## config.mk

```make
export PLATFORM = sky130hd
export DESIGN_NAME = alu_cmd_master
export DESIGN_NICKNAME = d
export VERILOG_FILES = /design/src/rtl/alu_pkg.sv /design/src/rtl/alu_master_stats.sv /design/src/rtl/alu_cmd_master.sv
export SDC_FILE = /design/constraint.sdc
export NUM_CORES = 1
export LEC_CHECK = 0
export ABC_CLOCK_PERIOD_IN_PS = 2000
export CORE_UTILIZATION = 41
export DETAILED_ROUTE_END_ITERATION = 8
export PLACE_DENSITY = 0.86
export SETUP_SLACK_MARGIN = 0.2
export SYNTH_ARGS = -nofsm -noshare
export SYNTH_HDL_FRONTEND = slang
export SYNTH_SLANG_ARGS = --single-unit
```

## constraint.sdc

```tcl
create_clock -name CLK -period 2 [get_ports CLK]
set_input_delay 0.4 -clock CLK [delete_from_list [all_inputs] [get_ports CLK]]
set_output_delay 0.4 -clock CLK [all_outputs]
set_load 0.05 [all_outputs]
```

## src/rtl/alu_pkg.sv

```systemverilog
// Shared widths, ALU command encodings, master FSM states and capture latencies
// for the ALU command master.
package alu_pkg;

  localparam int OPERAND_WIDTH_DEF = 8;
  localparam int CMD_WIDTH_DEF     = 4;

  // Arithmetic-mode command encodings understood by the attached ALU.
  typedef enum logic [3:0] {
    CMD_ADD     = 4'd0,
    CMD_SUB     = 4'd1,
    CMD_ADD_CIN = 4'd2,
    CMD_SUB_CIN = 4'd3,
    CMD_INC_A   = 4'd4,
    CMD_DEC_A   = 4'd5,
    CMD_INC_B   = 4'd6,
    CMD_DEC_B   = 4'd7,
    CMD_CMP     = 4'd8,
    CMD_MUL_INC = 4'd9,
    CMD_MUL_SHL = 4'd10
  } alu_cmd_e;

  typedef enum logic [1:0] {
    ST_IDLE  = 2'd0,
    ST_DRIVE = 2'd1,
    ST_RESP  = 2'd2
  } master_state_e;

  localparam logic [1:0] LAT_DEFAULT = 2'd2;
  localparam logic [1:0] LAT_MUL     = 2'd3;

  // Multiplies need one extra ALU cycle before RES is meaningful.
  function automatic logic [1:0] capture_latency(input logic mode, input logic [31:0] cmd);
    if (mode && ((cmd == 32'(CMD_MUL_INC)) || (cmd == 32'(CMD_MUL_SHL))))
      return LAT_MUL;
    return LAT_DEFAULT;
  endfunction

endpackage

```

## src/rtl/alu_master_stats.sv

```systemverilog
// Saturating transaction and error counters, bumped on each response capture.
module alu_master_stats (
  input  logic        clk,
  input  logic        rst,
  input  logic        i_capture,
  input  logic        i_err,
  output logic [15:0] o_txn_count,
  output logic [15:0] o_err_count
);

  logic [15:0] r_txn_count;
  logic [15:0] r_err_count;

  always_ff @(posedge clk or posedge rst) begin
    if (rst) begin
      r_txn_count <= '0;
      r_err_count <= '0;
    end else if (i_capture) begin
      if (r_txn_count != 16'hFFFF)
        r_txn_count <= r_txn_count + 16'd1;
      if (i_err && (r_err_count != 16'hFFFF))
        r_err_count <= r_err_count + 16'd1;
    end
  end

  assign o_txn_count = r_txn_count;
  assign o_err_count = r_err_count;

endmodule

```

## src/rtl/alu_cmd_master.sv

```systemverilog
// Request/response front end that drives an external ALU one command at a time.
// Define ALU_MASTER_STATS_EN to add the txn_count/err_count statistics outputs.
module alu_cmd_master
  import alu_pkg::*;
#(
  parameter int OPERAND_WIDTH = OPERAND_WIDTH_DEF,
  parameter int CMD_WIDTH     = CMD_WIDTH_DEF
) (
  input  logic                       CLK,
  input  logic                       RST,
  input  logic                       req_valid,
  output logic                       req_ready,
  input  logic                       req_mode,
  input  logic [CMD_WIDTH-1:0]       req_cmd,
  input  logic [1:0]                 req_inp_valid,
  input  logic [OPERAND_WIDTH-1:0]   req_opa,
  input  logic [OPERAND_WIDTH-1:0]   req_opb,
  input  logic                       req_cin,
  output logic                       rsp_valid,
  input  logic                       rsp_ready,
  output logic [2*OPERAND_WIDTH-1:0] rsp_res,
  output logic                       rsp_err,
  output logic                       rsp_oflow,
  output logic                       rsp_cout,
  output logic                       rsp_e,
  output logic                       rsp_g,
  output logic                       rsp_l,
  output logic                       CE,
  output logic                       MODE,
  output logic                       CIN,
  output logic [CMD_WIDTH-1:0]       CMD,
  output logic [1:0]                 INP_VALID,
  output logic [OPERAND_WIDTH-1:0]   OPA,
  output logic [OPERAND_WIDTH-1:0]   OPB,
  input  logic [2*OPERAND_WIDTH-1:0] RES,
  input  logic                       ERR,
  input  logic                       OFLOW,
  input  logic                       COUT,
  input  logic                       E,
  input  logic                       G,
  input  logic                       L
`ifdef ALU_MASTER_STATS_EN
  ,
  output logic [15:0]                txn_count,
  output logic [15:0]                err_count
`endif
);

  master_state_e              r_state;
  logic [1:0]                 r_cnt;
  logic                       r_req_ready;
  logic                       r_ce;
  logic                       r_mode;
  logic                       r_cin;
  logic [CMD_WIDTH-1:0]       r_cmd;
  logic [1:0]                 r_inp_valid;
  logic [OPERAND_WIDTH-1:0]   r_opa;
  logic [OPERAND_WIDTH-1:0]   r_opb;
  logic                       r_rsp_valid;
  logic [2*OPERAND_WIDTH-1:0] r_rsp_res;
  logic                       r_rsp_err;
  logic                       r_rsp_oflow;
  logic                       r_rsp_cout;
  logic                       r_rsp_e;
  logic                       r_rsp_g;
  logic                       r_rsp_l;

  logic [1:0] w_lat;
  logic       w_capture;

  // Latency follows the registered command, which is stable for all of DRIVE.
  assign w_lat     = capture_latency(r_mode, 32'(r_cmd));
  assign w_capture = (r_state == ST_DRIVE) && (r_cnt == w_lat);

  always_ff @(posedge CLK or posedge RST) begin
    if (RST) begin
      r_state     <= ST_IDLE;
      r_cnt       <= '0;
      r_req_ready <= 1'b1;
      r_ce        <= 1'b0;
      r_mode      <= 1'b0;
      r_cin       <= 1'b0;
      r_cmd       <= '0;
      r_inp_valid <= '0;
      r_opa       <= '0;
      r_opb       <= '0;
      r_rsp_valid <= 1'b0;
      r_rsp_res   <= '0;
      r_rsp_err   <= 1'b0;
      r_rsp_oflow <= 1'b0;
      r_rsp_cout  <= 1'b0;
      r_rsp_e     <= 1'b0;
      r_rsp_g     <= 1'b0;
      r_rsp_l     <= 1'b0;
    end else begin
      case (r_state)
        ST_IDLE: begin
          if (req_valid) begin
            r_state     <= ST_DRIVE;
            r_cnt       <= '0;
            r_req_ready <= 1'b0;
            r_ce        <= 1'b1;
            r_mode      <= req_mode;
            r_cin       <= req_cin;
            r_cmd       <= req_cmd;
            r_inp_valid <= req_inp_valid;
            r_opa       <= req_opa;
            r_opb       <= req_opb;
          end
        end
        ST_DRIVE: begin
          if (w_capture) begin
            r_state     <= ST_RESP;
            r_ce        <= 1'b0;
            r_rsp_valid <= 1'b1;
            r_rsp_res   <= RES;
            r_rsp_err   <= ERR;
            r_rsp_oflow <= OFLOW;
            r_rsp_cout  <= COUT;
            r_rsp_e     <= E;
            r_rsp_g     <= G;
            r_rsp_l     <= L;
          end else begin
            r_cnt <= r_cnt + 2'd1;
          end
        end
        ST_RESP: begin
          // req_ready only returns on the following cycle: a one-cycle bubble.
          if (rsp_ready) begin
            r_state     <= ST_IDLE;
            r_rsp_valid <= 1'b0;
            r_req_ready <= 1'b1;
          end
        end
        default: begin
          r_state     <= ST_IDLE;
          r_req_ready <= 1'b1;
          r_ce        <= 1'b0;
          r_rsp_valid <= 1'b0;
        end
      endcase
    end
  end

  assign req_ready = r_req_ready;
  assign rsp_valid = r_rsp_valid;
  assign rsp_res   = r_rsp_res;
  assign rsp_err   = r_rsp_err;
  assign rsp_oflow = r_rsp_oflow;
  assign rsp_cout  = r_rsp_cout;
  assign rsp_e     = r_rsp_e;
  assign rsp_g     = r_rsp_g;
  assign rsp_l     = r_rsp_l;
  assign CE        = r_ce;
  assign MODE      = r_mode;
  assign CIN       = r_cin;
  assign CMD       = r_cmd;
  assign INP_VALID = r_inp_valid;
  assign OPA       = r_opa;
  assign OPB       = r_opb;

`ifdef ALU_MASTER_STATS_EN
  alu_master_stats u_stats (
    .clk         (CLK),
    .rst         (RST),
    .i_capture   (w_capture),
    .i_err       (ERR),
    .o_txn_count (txn_count),
    .o_err_count (err_count)
  );
`endif

endmodule

```

==> results.toml, run 1 <==
[outcome]
status = "finished clean"

[sta]
rsz0062_at_grt = "true"
fin_tns_setup_ps = 0
maxSlewHeadroom_pct = 65.3
worst_pin_slew_ps = 523
period_share_pct = 88.6
period_needed_ps = 1770
finalMaxSlewViolations = 0
setup_viol = 0
clock_skew_ps = 9.66
hold_violations = 0
layout_setup_ws_ps = 227
fmax_ghz = 0.564

[clock_tree]
clock_latency_ps = 300
cts_setup_buffers = 0
clock-sinks = 53
ctsHoldBuffers = 0
clock-root-buffer = "clkbuf_8"
cts.clk_slew.worst_paths_ps = 100
cts_tree = "done"
cts_inserted_buffers = 5
htree_levels = 2
clk_path_buf_depth = 2

[logic_synthesis]
ys_seq_area_share_pct = 63.0
synth_cell_types = 24
synth_area_um2 = 2110
yosysWarnings = 0
ys_ff_latch = 53
synth-edff-count = 0
synth_top_cell_by_area = "dfrtp_1"
yosysMostFrequentCell = "dfrtp_1"
syn_nets = 187
netlist_instances = 137
yosysTopAreaCellShare_pct = 61.8
synthFlopType = "dfrtp_1"
synthTopCellsByArea = "dfrtp_1 62%, mux2_2 22%, mux2_4 3.6%, a21oi_1 1.4%, dfstp_2 1.2%"
synth_commonest_cells = "52 x dfrtp_1, 41 x mux2_2, 6 x a21oi_1"
avgSynthCellArea_um2 = 15.4
synth-async-reset-ratio_pct = 100

[die]
io_pins = 99
die_w_um = 73.7
start_util_pct = 43.5
fp.dieH_um = 73.7
core_um2 = 4850
core.rowCount = 25
die_area_um2 = 5430

[placed_design]
dp.cells = 303
place_ws_ps = 147
globalplace.congestion = 0.703
port_buffers = 98
dp_hpwl_um = 3550

[critical_path]
critPathSlowestCell = "dfrtp_2"
crit_path_start_kind = "flip-flop"
required_ps = 2200
critical_path.max_fanout = 24
cp.arrival_ps = 1970
path_class = "reg -> reg"
cp_cell_sequence = "xnor2_2 > nor3_4 > mux2i_4 > buf_12 > mux2_2"
max_stage_delay_ps = 440
end_kind = "flip-flop"

[route]
drt-wirelength-per-cell_um = 15.5
ant_nets = 0
drtPass1Iterations = 4
drt_wl_total_um = 4830
drc = 0
dr.first_iter.drc_count = 21
via_per_inst = 4.79
vias = 1491

[cells_and_area]
final_util_pct = 69.0
nFillCells = 372
syn_to_final_growth_pct = 58.8
finalNonFillerCells = 311
num-nets-final = 293
antennaDiodeCount = 0
drive_gt1_share_pct = 29.9

[grt]
antenna_found_initial = 0
grt_pass1_vias = 1612
grt_pass1_wl_um = 7550
grt_usage_pct = 19.1
grt_max_degree = 25
grt_overflow_total = 0

[run]
maxCapViolations = 0

[hold_path]
hold_class = "in -> async"
-- path summary, 6_finish.rpt --
| kind | start | end | slack [ps] | depth (start not counted) |
|---|---|---|---|---|
| max reg2reg | CMD[1] | rsp_res[14] | 230 | 5 |
| min reg2reg | rsp_valid | rsp_valid | 500 | 2 |
| max in group asynchronous | RST | rsp_g | 1180 | 3 |
| min | RST | r_state[0] | 380 | 2 |
| min in group CLK | rsp_valid | rsp_valid | 500 | 2 |
| max | CMD[1] | rsp_res[14] | 230 | 5 |
-- metal layers --
| metal | vias to the layer above | GRT usage, % | part of all wire (%) | routed length (um) |
|---|---|---|---|---|
| li1 | 692 | - | - | - |
| met2 | 55 | 32.6 | 51 | 2480 |
| met5 | - | 0 | 0 | 0 |
| met3 | 5 | 6.45 | 6.3 | 303 |
| met4 | 0 | 7.05 | 1.4 | 67 |
| met1 | 739 | 22.3 | 41 | 1980 |
-- worst max-delay path: cells and delay by family (launching register included) --
kind                      cells  cell delay (ps)
xor gates and xnor gates      1              150
and+or+nand+nor               1              190
muxes                         2              640
buffers and inverters         1              220
DFF                           1              440
-- per-stage QoR --
stage,hold WS (ps),instance area [um^2]
floorplan,486,2180
global placement,463,3300
detailed placement,489,3300
CTS,389,3350
global route,407,3350
finish,383,3350
-- kinds of logic (layout without fill, tap and decap cells) --
group | count (synthesis) | in the layout | synth area share (%)
mux | 47 | 47 | 26.1
xor+xnor | 2 | 2 | 0.832
simple gates | 14 | 14 | 4.16
flops | 53 | 53 | 63.0
buf+inv | 8 | 115 | 2.32
compound gates | 13 | 13 | 3.56
-- state kept, by name, indices dropped and copies added (netlist names) --
signal     cells
CIN            1
rsp_oflow      1
r_cnt          2
rsp_cout       1
CE             1
MODE           1
INP_VALID      2
rsp_g          1
rsp_valid      1
rsp_l          1
rsp_res       16
OPA            8
r_state        2
req_ready      1
OPB            8
rsp_e          1
rsp_err        1
CMD            4
-- cell usage in the layout, fill, tap and decap left out, types with 4 or more instances in the layout --
master | synthesis | final
mux2_2 | 41 | 28
clkbuf_8 | 0 | 7
nand2_1 | 4 | 4
dfrtp_1 | 52 | 47
dlygate4sd2_1 | 0 | 48
mux2_4 | 5 | 18
dfrtp_2 | 0 | 5
buf_12 | 0 | 4
clkdlybuf4s50_1 | 0 | 49
a21oi_1 | 6 | 6
-- cell type report --
cell class / count / area [um^2] / area share, %
Clock buffer: 7 / 96.3 / 2.88
Clock inverter: 1 / 8.76 / 0.262
Inverter: 3 / 11.3 / 0.337
Multi-Input combinational cell: 76 / 798 / 23.9
Sequential cell: 53 / 1330 / 39.9
Tap cell: 67 / 83.8 / 2.51
Timing Repair Buffer: 104 / 1010 / 30.3
-- repair_timing --
item,CTS,global route
gates resized for setup,48,0
pin swaps,0,0
setup endpoints to repair,48,18
Power of run 1 is not shown: default switching activity piles up to over one toggle a cycle in this logic, so the estimate is an artifact.
==> run 2: changes to the inputs <==
--- a/config.mk
+++ b/config.mk
@@ -9,7 +9,7 @@
 export CORE_UTILIZATION = 41
 export DETAILED_ROUTE_END_ITERATION = 8
 export PLACE_DENSITY = 0.86
-export SETUP_SLACK_MARGIN = 0.2
+export SETUP_SLACK_MARGIN = 0.1
 export SYNTH_ARGS = -nofsm -noshare
 export SYNTH_HDL_FRONTEND = slang
 export SYNTH_SLANG_ARGS = --single-unit
==> results.toml, run 2 (synthesis results as in run 1) <==
[critical_path]
cp_top_family = "buffers and inverters"
max_stage_delay_ps = 800
crit_path_start_kind = "flip-flop"
path_class = "reg -> out"
cp.arrival_ps = 1460
path_buf_inv = 1
critical_path.max_fanout = 2
required_ps = 1600
r2r_slack_ps = 180
end_kind = "output port"
reg2reg_depth = 5
cp_cell_sequence = "clkdlybuf4s50_1"
critPathSlowestCell = "clkdlybuf4s50_1"
path_depth = 1

[grt]
grt_overflow_total = 0
grt_pass1_vias = 1568
grt_pass1_wl_um = 6940
grt_usage_pct = 17.2
grt_max_degree = 36
antenna_found_initial = 0

[sta]
rsz0062_at_grt = "false"
fmax_ghz = 0.538
period_needed_ps = 1860
period_share_pct = 93.0
maxSlewHeadroom_pct = 64.6
setup_viol = 0
finalMaxSlewViolations = 0
worst_pin_slew_ps = 531
hold_violations = 0
fin_tns_setup_ps = 0
clock_skew_ps = 5.50

[route]
via_per_inst = 4.82
vias = 1503
drt_wl_total_um = 4420
dr.first_iter.drc_count = 43
drc = 0
ant_nets = 0
drt-wirelength-per-cell_um = 14.2
drtPass1Iterations = 4

[placed_design]
dp_hpwl_um = 3210
port_buffers = 98
globalplace.congestion = 0.782

[die]
start_util_pct = 43.5
core_um2 = 4850
die_w_um = 73.7
io_pins = 99
die_area_um2 = 5430
fp.dieH_um = 73.7
core.rowCount = 25

[clock_tree]
cts.clk_slew.worst_paths_ps = 90
ctsHoldBuffers = 0
cts_tree = "done"
clock-root-buffer = "clkbuf_8"
clk_path_buf_depth = 2
htree_levels = 2
clock-sinks = 53
clock_latency_ps = 300
cts_inserted_buffers = 5

[cells_and_area]
syn_to_final_growth_pct = 61.2
largest_reg_flops = 16
antennaDiodeCount = 0
final_common_cell = "clkdlybuf4s50_1"
drive_gt1_share_pct = 30.6
num-nets-final = 294
final_cell_mix = "62 x clkdlybuf4s50_1, 47 x dfrtp_1, 41 x mux2_2"

[outcome]
status = "finished clean"

[hold_path]
hold_class = "in -> async"

[run]
maxCapViolations = 0
## run 2: cell types whose count changed in the layout (fill, tap and decap cells not counted), moves of 5 or more
cell and change:
mux2_2 +13, buf_4 +5, dlygate4sd2_1 -44, mux2_4 -13, clkdlybuf4s50_1 +13, dlymetal6s2s_1 +29
## run 2: final timing paths
kind	from	endpoint
worst min register to register	rsp_valid	rsp_valid
worst max-delay path	rsp_res[4]	rsp_res[4]
min in group CLK	rsp_valid	rsp_valid
max in group asynchronous	RST	req_ready
worst max register to register	CMD[0]	rsp_res[5]
worst min-delay path	RST	OPA[7]
## run 2: metrics by stage
step	hold slack [ps]	setup WS (ps)	std cells	utilization, %	instance area, um^2
2_1_floorplan	486	81.2	137	-	2130
3_3_place_gp	473	177	303	66.2	3210
3_5_place_dp	482	154	303	66.2	3210
4_1_cts	432	104	311	68.3	3310
5_1_grt	453	100	312	70.0	3400
6_report	428	140	312	70.0	3400
## run 2: cell type report
| cell class | instances | area [um^2] |
|---|---|---|
| clock buffer | 6 | 72.6 |
| clock inverter | 2 | 35.0 |
| fill | 363 | 1450 |
| inverter | 3 | 11.3 |
| multi-input combinational | 76 | 749 |
| sequential | 53 | 1330 |
| tap | 67 | 83.8 |
| timing repair buffer | 105 | 1110 |
## run 2: what timing repair did
action                                  CTS  global route
pin swaps                                 0             1
resized for setup                         4            30
hold endpoints to repair                  0             0
setup buffers                             0             1
endpoints found under the setup margin    4            38
## run 2: per-layer routing
| metal | up-vias | GRT usage (%) | part of all wire, % |
|---|---|---|---|
| li1 | 695 | - | - |
| met2 | 73 | 28.6 | 49 |
| met5 | - | 0 | 0 |
| met3 | 6 | 8.78 | 11 |
| met1 | 729 | 18.8 | 39 |
| met4 | 0 | 6.41 | 1.4 |
Power of run 2 is left out for the same reason.
